File: config.mk
export PLATFORM = sky130hd
export DESIGN_NAME = uart_rx_cfg_flat
export DESIGN_NICKNAME = d
export VERILOG_FILES = /design/src/rtl/uart_rx_cfg_if.sv /design/src/rtl/uart_rx_cfg.sv /design/src/flat_wrapper.sv
export SDC_FILE = /design/constraint.sdc
export NUM_CORES = 1
export LEC_CHECK = 0
export CORE_MARGIN = 2
export CORE_UTILIZATION = 50
export DETAILED_ROUTE_END_ITERATION = 12
export PLACE_DENSITY = 0.71
export SETUP_SLACK_MARGIN = 0.15
export SYNTH_ARGS = -nofsm -noshare
export SYNTH_HDL_FRONTEND = slang
export SYNTH_SLANG_ARGS = --single-unit
File: constraint.sdc
create_clock -name i_clk -period 3.4 [get_ports i_clk]
set_clock_uncertainty 0.1 [all_clocks]
set_input_delay 0.34 -clock i_clk [delete_from_list [all_inputs] [get_ports i_clk]]
set_output_delay 0.34 -clock i_clk [all_outputs]
set_load 0.05 [all_outputs]
File: src/rtl/uart_rx_cfg_if.sv
// uart_rx_cfg_if: bundles the serial input, the runtime configuration and
// the per-frame result of uart_rx_cfg. The master modport is the receiver
// side; the slave modport is the consumer (SFR logic) that also supplies the
// line, the enable and the divisor.
// Optional feature macro: UART_RX_BREAK_EN adds the o_break member.
interface uart_rx_cfg_if #(
  parameter int DATA_W = 8,
  parameter int DIV_W  = 16
) ();
  logic              i_rx_serial;
  logic              i_en;
  logic [DIV_W-1:0]  i_clks_per_bit;
  logic              o_valid;
  logic [DATA_W-1:0] o_data;
  logic              o_parity_err;
  logic              o_frame_err;
  logic              o_busy;
`ifdef UART_RX_BREAK_EN
  logic              o_break;

  modport master (
    input  i_rx_serial, i_en, i_clks_per_bit,
    output o_valid, o_data, o_parity_err, o_frame_err, o_busy, o_break
  );

  modport slave (
    output i_rx_serial, i_en, i_clks_per_bit,
    input  o_valid, o_data, o_parity_err, o_frame_err, o_busy, o_break
  );
`else
  modport master (
    input  i_rx_serial, i_en, i_clks_per_bit,
    output o_valid, o_data, o_parity_err, o_frame_err, o_busy
  );

  modport slave (
    output i_rx_serial, i_en, i_clks_per_bit,
    input  o_valid, o_data, o_parity_err, o_frame_err, o_busy
  );
`endif
endinterface

File: src/rtl/uart_rx_cfg.sv
// uart_rx_cfg: configurable UART receiver (5..9 data bits, none/even/odd
// parity, 1 or 2 stop bits) with a runtime baud divisor latched per frame.
// The line goes through a 2-flop synchronizer; a start bit is confirmed at
// its middle, every following bit is sampled once mid-bit, and the frame
// result is presented with a one-cycle o_valid strobe right after the last
// stop sample.
// Optional feature macro: UART_RX_BREAK_EN adds o_break (all-zero frame).
module uart_rx_cfg #(
  parameter int DATA_W    = 8,
  parameter int PARITY    = 0,
  parameter int STOP_BITS = 1,
  parameter int DIV_W     = 16
) (
  input  logic          i_clk,
  input  logic          i_rst,
  uart_rx_cfg_if.master rx_bus
);

  localparam logic [DIV_W-1:0] LP_MIN_DIV   = DIV_W'(4);
  localparam logic [DIV_W-1:0] LP_CNT_ONE   = DIV_W'(1);
  localparam logic [DIV_W-1:0] LP_CNT_ZERO  = {DIV_W{1'b0}};
  localparam logic [3:0]       LP_LAST_DATA = 4'(DATA_W - 1);
  localparam logic [3:0]       LP_LAST_STOP = 4'(STOP_BITS - 1);

  typedef enum logic [2:0] {
    ST_IDLE   = 3'd0,
    ST_START  = 3'd1,
    ST_DATA   = 3'd2,
    ST_PARITY = 3'd3,
    ST_STOP   = 3'd4
  } state_t;

  state_t            r_state;
  state_t            w_state_nxt;
  logic              r_rx_meta;
  logic              r_rx_s;
  logic              r_armed;
  logic [DIV_W-1:0]  r_cnt;
  logic [DIV_W-1:0]  w_cnt_nxt;
  logic [DIV_W-1:0]  r_div;
  logic [DIV_W-1:0]  w_div_clamped;
  logic [DIV_W-1:0]  w_half;
  logic [DIV_W-1:0]  w_last_tick;
  logic [3:0]        r_bit_cnt;
  logic [DATA_W-1:0] r_shift;
  logic              r_par_bit;
  logic              r_stop_err;
  logic              w_start_go;
  logic              w_sample;
  logic              w_frame_done;

  logic              r_valid;
  logic [DATA_W-1:0] r_data;
  logic              r_parity_err;
  logic              r_frame_err;
  logic              r_busy;
`ifdef UART_RX_BREAK_EN
  logic              r_seen_one;
  logic              r_break;
`endif

  // Parity check of a received word against its parity bit.
  function automatic logic f_parity_err(input logic [DATA_W-1:0] data,
                                        input logic par_bit);
    logic w_odd;
    w_odd = (^data) ^ par_bit;
    if (PARITY == 1) begin
      return w_odd;
    end else if (PARITY == 2) begin
      return ~w_odd;
    end else begin
      return 1'b0;
    end
  endfunction

  // Divisors below 4 cannot place a mid-bit sample reliably, so clamp them.
  assign w_div_clamped = (rx_bus.i_clks_per_bit < LP_MIN_DIV) ? LP_MIN_DIV
                                                              : rx_bus.i_clks_per_bit;
  assign w_half        = (r_div - LP_CNT_ONE) >> 1'b1;
  assign w_last_tick   = r_div - LP_CNT_ONE;

  // Two-flop synchronizer for the asynchronous RX pad; idles high.
  always_ff @(posedge i_clk) begin
    if (i_rst) begin
      r_rx_meta <= 1'b1;
      r_rx_s    <= 1'b1;
    end else begin
      r_rx_meta <= rx_bus.i_rx_serial;
      r_rx_s    <= r_rx_meta;
    end
  end

  // Re-arm only from a high line seen while idle, so a stuck-low line or a
  // frame ending on a low stop bit cannot start another frame by itself.
  always_ff @(posedge i_clk) begin
    if (i_rst) begin
      r_armed <= 1'b0;
    end else if (w_start_go) begin
      r_armed <= 1'b0;
    end else if ((r_state == ST_IDLE) && r_rx_s) begin
      r_armed <= 1'b1;
    end else begin
      r_armed <= r_armed;
    end
  end

  // FSM state and bit-timing counter registers.
  always_ff @(posedge i_clk) begin
    if (i_rst) begin
      r_state <= ST_IDLE;
      r_cnt   <= LP_CNT_ZERO;
    end else begin
      r_state <= w_state_nxt;
      r_cnt   <= w_cnt_nxt;
    end
  end

  // Next-state, counter and sample-strobe decode.
  always_comb begin
    w_state_nxt  = r_state;
    w_cnt_nxt    = r_cnt;
    w_start_go   = 1'b0;
    w_sample     = 1'b0;
    w_frame_done = 1'b0;
    case (r_state)
      ST_IDLE: begin
        w_cnt_nxt = LP_CNT_ZERO;
        if (!r_rx_s && r_armed && rx_bus.i_en) begin
          w_state_nxt = ST_START;
          w_start_go  = 1'b1;
        end else begin
          w_state_nxt = ST_IDLE;
        end
      end
      ST_START: begin
        // Confirm the start bit at its middle; a high line there was a glitch.
        if (r_cnt == w_half) begin
          w_cnt_nxt = LP_CNT_ZERO;
          if (!r_rx_s) begin
            w_state_nxt = ST_DATA;
          end else begin
            w_state_nxt = ST_IDLE;
          end
        end else begin
          w_cnt_nxt = r_cnt + LP_CNT_ONE;
        end
      end
      ST_DATA, ST_PARITY, ST_STOP: begin
        if (r_cnt == w_last_tick) begin
          w_cnt_nxt = LP_CNT_ZERO;
          w_sample  = 1'b1;
          case (r_state)
            ST_DATA: begin
              if (r_bit_cnt == LP_LAST_DATA) begin
                w_state_nxt = (PARITY != 0) ? ST_PARITY : ST_STOP;
              end else begin
                w_state_nxt = ST_DATA;
              end
            end
            ST_PARITY: begin
              w_state_nxt = ST_STOP;
            end
            ST_STOP: begin
              // Leave at mid-stop so the next start edge is never missed.
              if (r_bit_cnt == LP_LAST_STOP) begin
                w_state_nxt  = ST_IDLE;
                w_frame_done = 1'b1;
              end else begin
                w_state_nxt = ST_STOP;
              end
            end
            default: begin
              w_state_nxt = ST_IDLE;
            end
          endcase
        end else begin
          w_cnt_nxt = r_cnt + LP_CNT_ONE;
        end
      end
      default: begin
        w_state_nxt = ST_IDLE;
        w_cnt_nxt   = LP_CNT_ZERO;
      end
    endcase
  end

  // Per-frame datapath: divisor latch, bit index, shift register, parity
  // bit and stop-bit error accumulation.
  always_ff @(posedge i_clk) begin
    if (i_rst) begin
      r_div      <= LP_CNT_ZERO;
      r_bit_cnt  <= 4'd0;
      r_shift    <= {DATA_W{1'b0}};
      r_par_bit  <= 1'b0;
      r_stop_err <= 1'b0;
    end else begin
      if (w_start_go) begin
        r_div <= w_div_clamped;
      end
      if (w_state_nxt != r_state) begin
        r_bit_cnt <= 4'd0;
      end else if (w_sample) begin
        r_bit_cnt <= r_bit_cnt + 4'd1;
      end
      if (w_sample && (r_state == ST_DATA)) begin
        r_shift <= {r_rx_s, r_shift[DATA_W-1:1]};
      end
      if (w_sample && (r_state == ST_PARITY)) begin
        r_par_bit <= r_rx_s;
      end
      if (w_start_go) begin
        r_stop_err <= 1'b0;
      end else if (w_sample && (r_state == ST_STOP) && !r_rx_s) begin
        r_stop_err <= 1'b1;
      end
    end
  end

`ifdef UART_RX_BREAK_EN
  // Track whether any sampled bit of the frame was high (break detection).
  always_ff @(posedge i_clk) begin
    if (i_rst) begin
      r_seen_one <= 1'b0;
    end else if (w_start_go) begin
      r_seen_one <= 1'b0;
    end else if (w_sample && r_rx_s) begin
      r_seen_one <= 1'b1;
    end else begin
      r_seen_one <= r_seen_one;
    end
  end
`endif

  // Registered outputs: strobe, busy, and the frame result held until the
  // next strobe.
  always_ff @(posedge i_clk) begin
    if (i_rst) begin
      r_valid      <= 1'b0;
      r_busy       <= 1'b0;
      r_data       <= {DATA_W{1'b0}};
      r_parity_err <= 1'b0;
      r_frame_err  <= 1'b0;
`ifdef UART_RX_BREAK_EN
      r_break      <= 1'b0;
`endif
    end else begin
      r_valid <= w_frame_done;
      r_busy  <= (w_state_nxt != ST_IDLE);
      if (w_frame_done) begin
        r_data       <= r_shift;
        r_parity_err <= f_parity_err(r_shift, r_par_bit);
        r_frame_err  <= r_stop_err | ~r_rx_s;
`ifdef UART_RX_BREAK_EN
        r_break      <= ~(r_seen_one | r_rx_s);
`endif
      end
    end
  end

  assign rx_bus.o_valid      = r_valid;
  assign rx_bus.o_busy       = r_busy;
  assign rx_bus.o_data       = r_data;
  assign rx_bus.o_parity_err = r_parity_err;
  assign rx_bus.o_frame_err  = r_frame_err;
`ifdef UART_RX_BREAK_EN
  assign rx_bus.o_break      = r_break;
`endif

endmodule
File: src/flat_wrapper.sv
// flat-port wrapper written by rule: the top's interface ports become plain ports
module uart_rx_cfg_flat 
#(
  parameter int DATA_W    = 8,
  parameter int PARITY    = 0,
  parameter int STOP_BITS = 1,
  parameter int DIV_W     = 16
)
  (i_clk, i_rst, rx_bus_i_rx_serial, rx_bus_i_en, rx_bus_i_clks_per_bit, rx_bus_o_valid, rx_bus_o_data, rx_bus_o_parity_err, rx_bus_o_frame_err, rx_bus_o_busy);
  uart_rx_cfg_if #(.DATA_W(DATA_W), .DIV_W(DIV_W)) rx_bus_i ();
  input  logic i_clk;
  input  logic i_rst;
  input wire logic [$bits(rx_bus_i.i_rx_serial)-1:0] rx_bus_i_rx_serial;
  input wire logic [$bits(rx_bus_i.i_en)-1:0] rx_bus_i_en;
  input wire logic [$bits(rx_bus_i.i_clks_per_bit)-1:0] rx_bus_i_clks_per_bit;
  output wire logic [$bits(rx_bus_i.o_valid)-1:0] rx_bus_o_valid;
  output wire logic [$bits(rx_bus_i.o_data)-1:0] rx_bus_o_data;
  output wire logic [$bits(rx_bus_i.o_parity_err)-1:0] rx_bus_o_parity_err;
  output wire logic [$bits(rx_bus_i.o_frame_err)-1:0] rx_bus_o_frame_err;
  output wire logic [$bits(rx_bus_i.o_busy)-1:0] rx_bus_o_busy;
  assign rx_bus_i.i_rx_serial = rx_bus_i_rx_serial;
  assign rx_bus_i.i_en = rx_bus_i_en;
  assign rx_bus_i.i_clks_per_bit = rx_bus_i_clks_per_bit;
  assign rx_bus_o_valid = rx_bus_i.o_valid;
  assign rx_bus_o_data = rx_bus_i.o_data;
  assign rx_bus_o_parity_err = rx_bus_i.o_parity_err;
  assign rx_bus_o_frame_err = rx_bus_i.o_frame_err;
  assign rx_bus_o_busy = rx_bus_i.o_busy;
  uart_rx_cfg #(.DATA_W(DATA_W), .PARITY(PARITY), .STOP_BITS(STOP_BITS), .DIV_W(DIV_W)) u_core (.i_clk(i_clk), .i_rst(i_rst), .rx_bus(rx_bus_i));
endmodule
After elaboration in Yosys (flattened, before gate mapping):

Cells that the tools add are included.
Widths: inputs -> output; s select.

* output and inout port bits: 12
* register bits after elaboration: 62
* memories kept: 0
* memory bits (read-only): 0
* memory bits (writable): 0
* bits in latches: 0
* input port bits: 20
* word-level logic and storage cells: 60

* magnitude comparators: 1
* mux-type cells: 20
* reduce and logical (&&, ||, !) cells: 13
* add/subtract/negate cells: 3
* shift operators: 0
* divide/modulo/power cells: 0
* eq/ne operators: 8
* bitwise operators: 2
* multiply operators: 0

Operator list (number)
* $mux 16: 3
* $pmux 16 s2: 1
* $pmux 3 s3: 2
* $add 16x1->16 const B: 1
* $eq 16x15->1: 1
* $eq 16x16->1: 1
* $lt 16x3->1 const B: 1
* $sub 16x1->16 const B: 1
* $mux 3: 4
* $mux 1: 9
* $eq 3x2->1 const B: 2
* $logic_and 1x1->1: 6
* $add 4x1->4 const B: 1
* $eq 4x3->1 const B: 1
* $logic_not 4->1: 1
* $reduce_or 2->1: 2
* $eq 3x1->1 const B: 1
* $eq 3x3->1 const B: 1
* $logic_not 3->1: 1
* $ne 3x3->1: 1
* $reduce_bool 3->1: 1
* $reduce_or 3->1: 1
* $mux 2: 1
* $logic_not 1->1: 1
* 2 further kinds: 2

Logic depth before layout (Yosys ltp):

* depth in word-level cells: 7
* depth in mapped cells: 11
* gate-level depth less buffers: 10

Least setup slack after synthesis:

No wires, ideal clock.

* path kind: reg-to-reg
* start: reg u_core.r_div[9]
* end: reg u_core.r_state[0]
* path buffers: 1
* setup slack: 459 ps
* library setup time: 115 ps
* arrival: 2726 ps
* required time: 3185 ps
* period minus slack after synthesis: 2941 ps
* stages on the path, launching flop included: 9
* cells stage by stage: dfxtp_1 -> clkbuf_1 -> nor4_1 -> and4_1 -> mux2_2 -> or4_1 -> nor4_1 -> o21ai_0 -> and2_1

* longest elaborated chain between the ends: 4
* elaborated cells on any way between the ends: 6
* classes of those cells: add/sub: 1; eq/ne: 2; mux: 3

Ends and longest elaborated chain
* start: declaration: line uart_rx_cfg.sv:40 `logic [DIV_W-1:0] r_div;`
* start signal: assignment: line uart_rx_cfg.sv:198 `r_div <= w_div_clamped;`
* $sub 16x1->16 (*): line uart_rx_cfg.sv:79, uart_rx_cfg.sv:80
* $eq 16x16->1 / $eq 16x15->1 (equally long branches): line uart_rx_cfg.sv:149, uart_rx_cfg.sv:137
* $mux 3, on equally long branches: line uart_rx_cfg.sv:149, uart_rx_cfg.sv:137
* $pmux 3 s3 (*): line uart_rx_cfg.sv:125 `case (r_state)`
* end signal: assignment: line uart_rx_cfg.sv:113 `r_state <= w_state_nxt;`
* end: declaration: line uart_rx_cfg.sv:33 `state_t r_state;`

Every way passes the cells marked *; elsewhere a longest branch is shown, timed or not.
A chain may end at the register's enable or synchronous reset.

Worst setup path after layout:

* start: reg u_core.r_div[1]
* end: reg u_core.r_state[2]

The elaborated chain is that of the path after synthesis.

==> reports/results.txt <==
cells after synthesis - 436
RR Startpoint - u_core.r_div[1]
Post-synth EDFFs - 0
dominant synthesized flop cell - dfxtp_1
most used routing layer - met2
largest net degree at the start of global routing - 27
Final HPWL DP - 6370 µm
Die Footprint - 0.00796 mm²
XOR/XNOR share of the synthesized area - 13.1%
number of global-route vias before repair - 2940
setup TNS - 0 ns
Max Freq - 324 MHz
final hold violation count - 0
final global-route overflow total - 0
clk_lat worst skew - 0.36 ns
Post-Route WL - 8940 µm
CTS Sinks - 62
Mapped Nets - 460
P&R area growth vs syn - 17.9%
IO buf count - 30
CP required - 3.59 ns
drc violations - 0
Ports - 32
Max Buffers Root-to-Sink - 2
outcome - finished, final reports clean
core area - 0.00714 mm²
met1 Resource Use GR - 29.5%
setup ws final - 0.315 ns
Iteration-0 DRC Markers - 226
via count - 3241
die width - 89.2 µm
Crit. End Element - flip-flop
CTS root buf - clkbuf_8
P_sw - 0.415 mW
n_diodes - 0
largest family of logic cells by synthesized area - simple AND/OR/NAND/NOR gates
Reg power frac - 45.1%
CTS buffer count - 9
Tmin final - 3.08 ns
Simple-Gate Fraction of Synth Area - 26.9%
CP startpoint kind - flip-flop
Post-Syn Area - 0.00363 mm²
sequential area share after synthesis - 34.2%
Clk network pwr share - 45.7%
pre-CTS WS - -0.00431 ns
post-synthesis cell type count - 66
worst rel slew slack - 45.5%
Initial Utilization - 50.9%
Slew @ Worst Pin - 0.814 ns
final design utilization - 60.0%
CTS tree - done
Placer Congestion - 0.918
Comb power frac - 9.2%
Site Rows - 31
Sw Share - 25.3%
CP max FO - 6
share of layout cells above drive strength 1 - 11.5%
P_int - 1.22 mW
Synth Warn # - 0
Worst-path clk slew - 0.07 ns
H-tree levels - 3
RSZ-0062 raised after global routing - yes
Inst Count DP - 542
final count of pins violating max slew - 0
Syn Area/Cell - 8.33 µm²
hold crit path type - flip-flop to flip-flop
crit share post-route - 90.7%
maximum vdd drop - 0.305 mV
wire length per cell - 15.9 µm
Setup Viol. Count Final - 0
Hold Startpoint - u_core.r_rx_meta
Synth Area in Adders - 1.38%
Data arrival, critical path - 3.27 ns
Vias/cell - 5.78
Leak - 1.70 nW
Final Power - 1.64 mW
post-synthesis mux area share - 5.31%
Critical Path Source - u_core.r_div[1]
antenna-violating nets left - 0
async set-reset flop share out of synthesis - 0%
crit path kind - flip-flop to flip-flop
die height - 89.2 µm
initial antenna violation count - 0
Layout Nets - 481
Compound-Gate Fraction of Synth Area - 13.6%
Seq cells post-synth - 62
Non-Filler Instances - 561
met3 Resource Use GR - 4.71%
drt pass-1 iters - 5
GR Layer Usage met2 - 38.2%
total of max-cap violations - 0
all-layer global routing usage - 23.1%
pwr/cell area - 383 mW/mm²
first-pass GRT wire length - 14200 µm
-- worst paths after layout --
| kind | endpoint | slack, ns | cells after the start |
|---|---|---|---|
| worst max-delay path | u_core.r_state[2] | 0.32 | 11 |
| worst min-delay path | u_core.r_rx_s | 0.31 | 1 |
| worst max register to register | u_core.r_state[2] | 0.32 | 11 |
| worst min register to register | u_core.r_rx_s | 0.31 | 1 |
-- flip-flops by register name, indices dropped and copies added (netlist names) --
signal                     cells
u_core.r_rx_meta               1
u_core.rx_bus.o_valid          1
u_core.r_shift                 8
u_core.rx_bus.o_frame_err      1
u_core.rx_bus.o_busy           1
u_core.r_stop_err              1
u_core.rx_bus.o_data           8
u_core.r_armed                 1
u_core.r_bit_cnt               4
u_core.r_cnt                  16
u_core.r_rx_s                  1
u_core.r_div                  16
u_core.r_state                 3
-- critical path: stages (launching register included) --
cell and delay, ns:
dfxtp_2 0.35, inv_1 0.08, ha_2 0.23, nor3b_4 0.22
xor3_1 0.26, a2111oi_2 0.33, nand4_1 0.26, nor4_4 0.32
buf_4 0.19, nand2_1 0.12, or3_1 0.42, a21oi_1 0.14
-- layer usage --
metal	up-vias	part of all wire, %
met4	0	2.1
met2	103	49
met5	-	0
li1	1585	-
met1	1537	44
met3	16	5.2
-- power groups by stage --
stage	sequential [mW]	combinational (mW)	clock [mW]
2_1_floorplan	0.751	0.0992	0
3_3_place_gp	0.755	0.143	0
3_5_place_dp	0.756	0.145	0
4_1_cts	0.739	0.146	0.764
5_1_grt	0.740	0.163	0.793
6_report	0.739	0.151	0.749
-- cell usage after synthesis, types with 4 or more instances --
cell,instances,share of area (%)
or2_2,4,0.69
ha_1,4,1.4
inv_1,14,1.4
nor3b_1,4,0.83
or3_1,4,0.69
nand4_1,13,2.2
nor4_1,10,1.7
buf_2,5,0.69
dfxtp_1,62,34
nor2b_1,7,1.2
and3_1,6,1.0
xor2_1,16,3.9
a31oi_1,5,0.86
mux2i_1,17,4.7
clkbuf_1,23,2.4
nor2_1,42,4.3
a22o_1,9,2.2
xnor2_1,33,8.0
a21oi_1,15,2.1
o21ai_0,10,1.4
nand2_1,31,3.2
nand3_1,18,2.5
nor3_1,26,3.6
-- cell families (layout without fill, tap and decap cells) --
group	Yosys count	count (layout)
and+or+nand+nor	183	183
buffers and inverters	47	73
muxes	19	19
AOI/OAI and AO/OA	69	69
adders and majority gates	4	4
xor gates and xnor gates	51	51
DFF	62	62
other	1	1
-- area by class of cell --
cell class | instances | area, µm²
inverter | 14 | 52.6
sequential | 62 | 1240
fill | 648 | 2860
clock buffer | 9 | 124
timing repair buffer | 43 | 397
tap | 99 | 124
multi-input combinational | 327 | 2240
clock inverter | 7 | 103
-- stage by stage --
| stage | cell area [µm²] | hold slack, ns |
|---|---|---|
| floorplan | 3630 | 0.289 |
| global placement | 3980 | 0.301 |
| detailed placement | 3980 | 0.304 |
| CTS | 4210 | 0.320 |
| global route | 4280 | 0.360 |
| finish | 4280 | 0.314 |
-- repair_timing --
action	in CTS	in global routing
pin swaps	0	3
gates resized for setup	2	10
setup buffers	0	3
hold buffers	0	0
setup endpoints to repair	21	42
endpoints found under the hold margin	0	0
-- placed cells by master (no fill, tap or decap), types with 3 or more instances in the layout --
cell type	instances
buf_4	12
nor3b_1	3
nand2_1	31
xor2_1	16
xnor2_1	33
o21ai_0	10
mux2i_1	17
a21oi_1	15
and3_1	6
clkdlybuf4s50_1	29
or2_2	4
a31oi_1	5
or3_1	4
inv_6	4
nand4_1	13
dfxtp_1	61
nor3_1	26
inv_1	14
clkbuf_8	9
nand3_1	18
ha_1	3
a22o_1	9
nor2b_1	7
nor2_1	42
nor4_1	9
No activity file was read; power rests on OpenSTA's default activity.
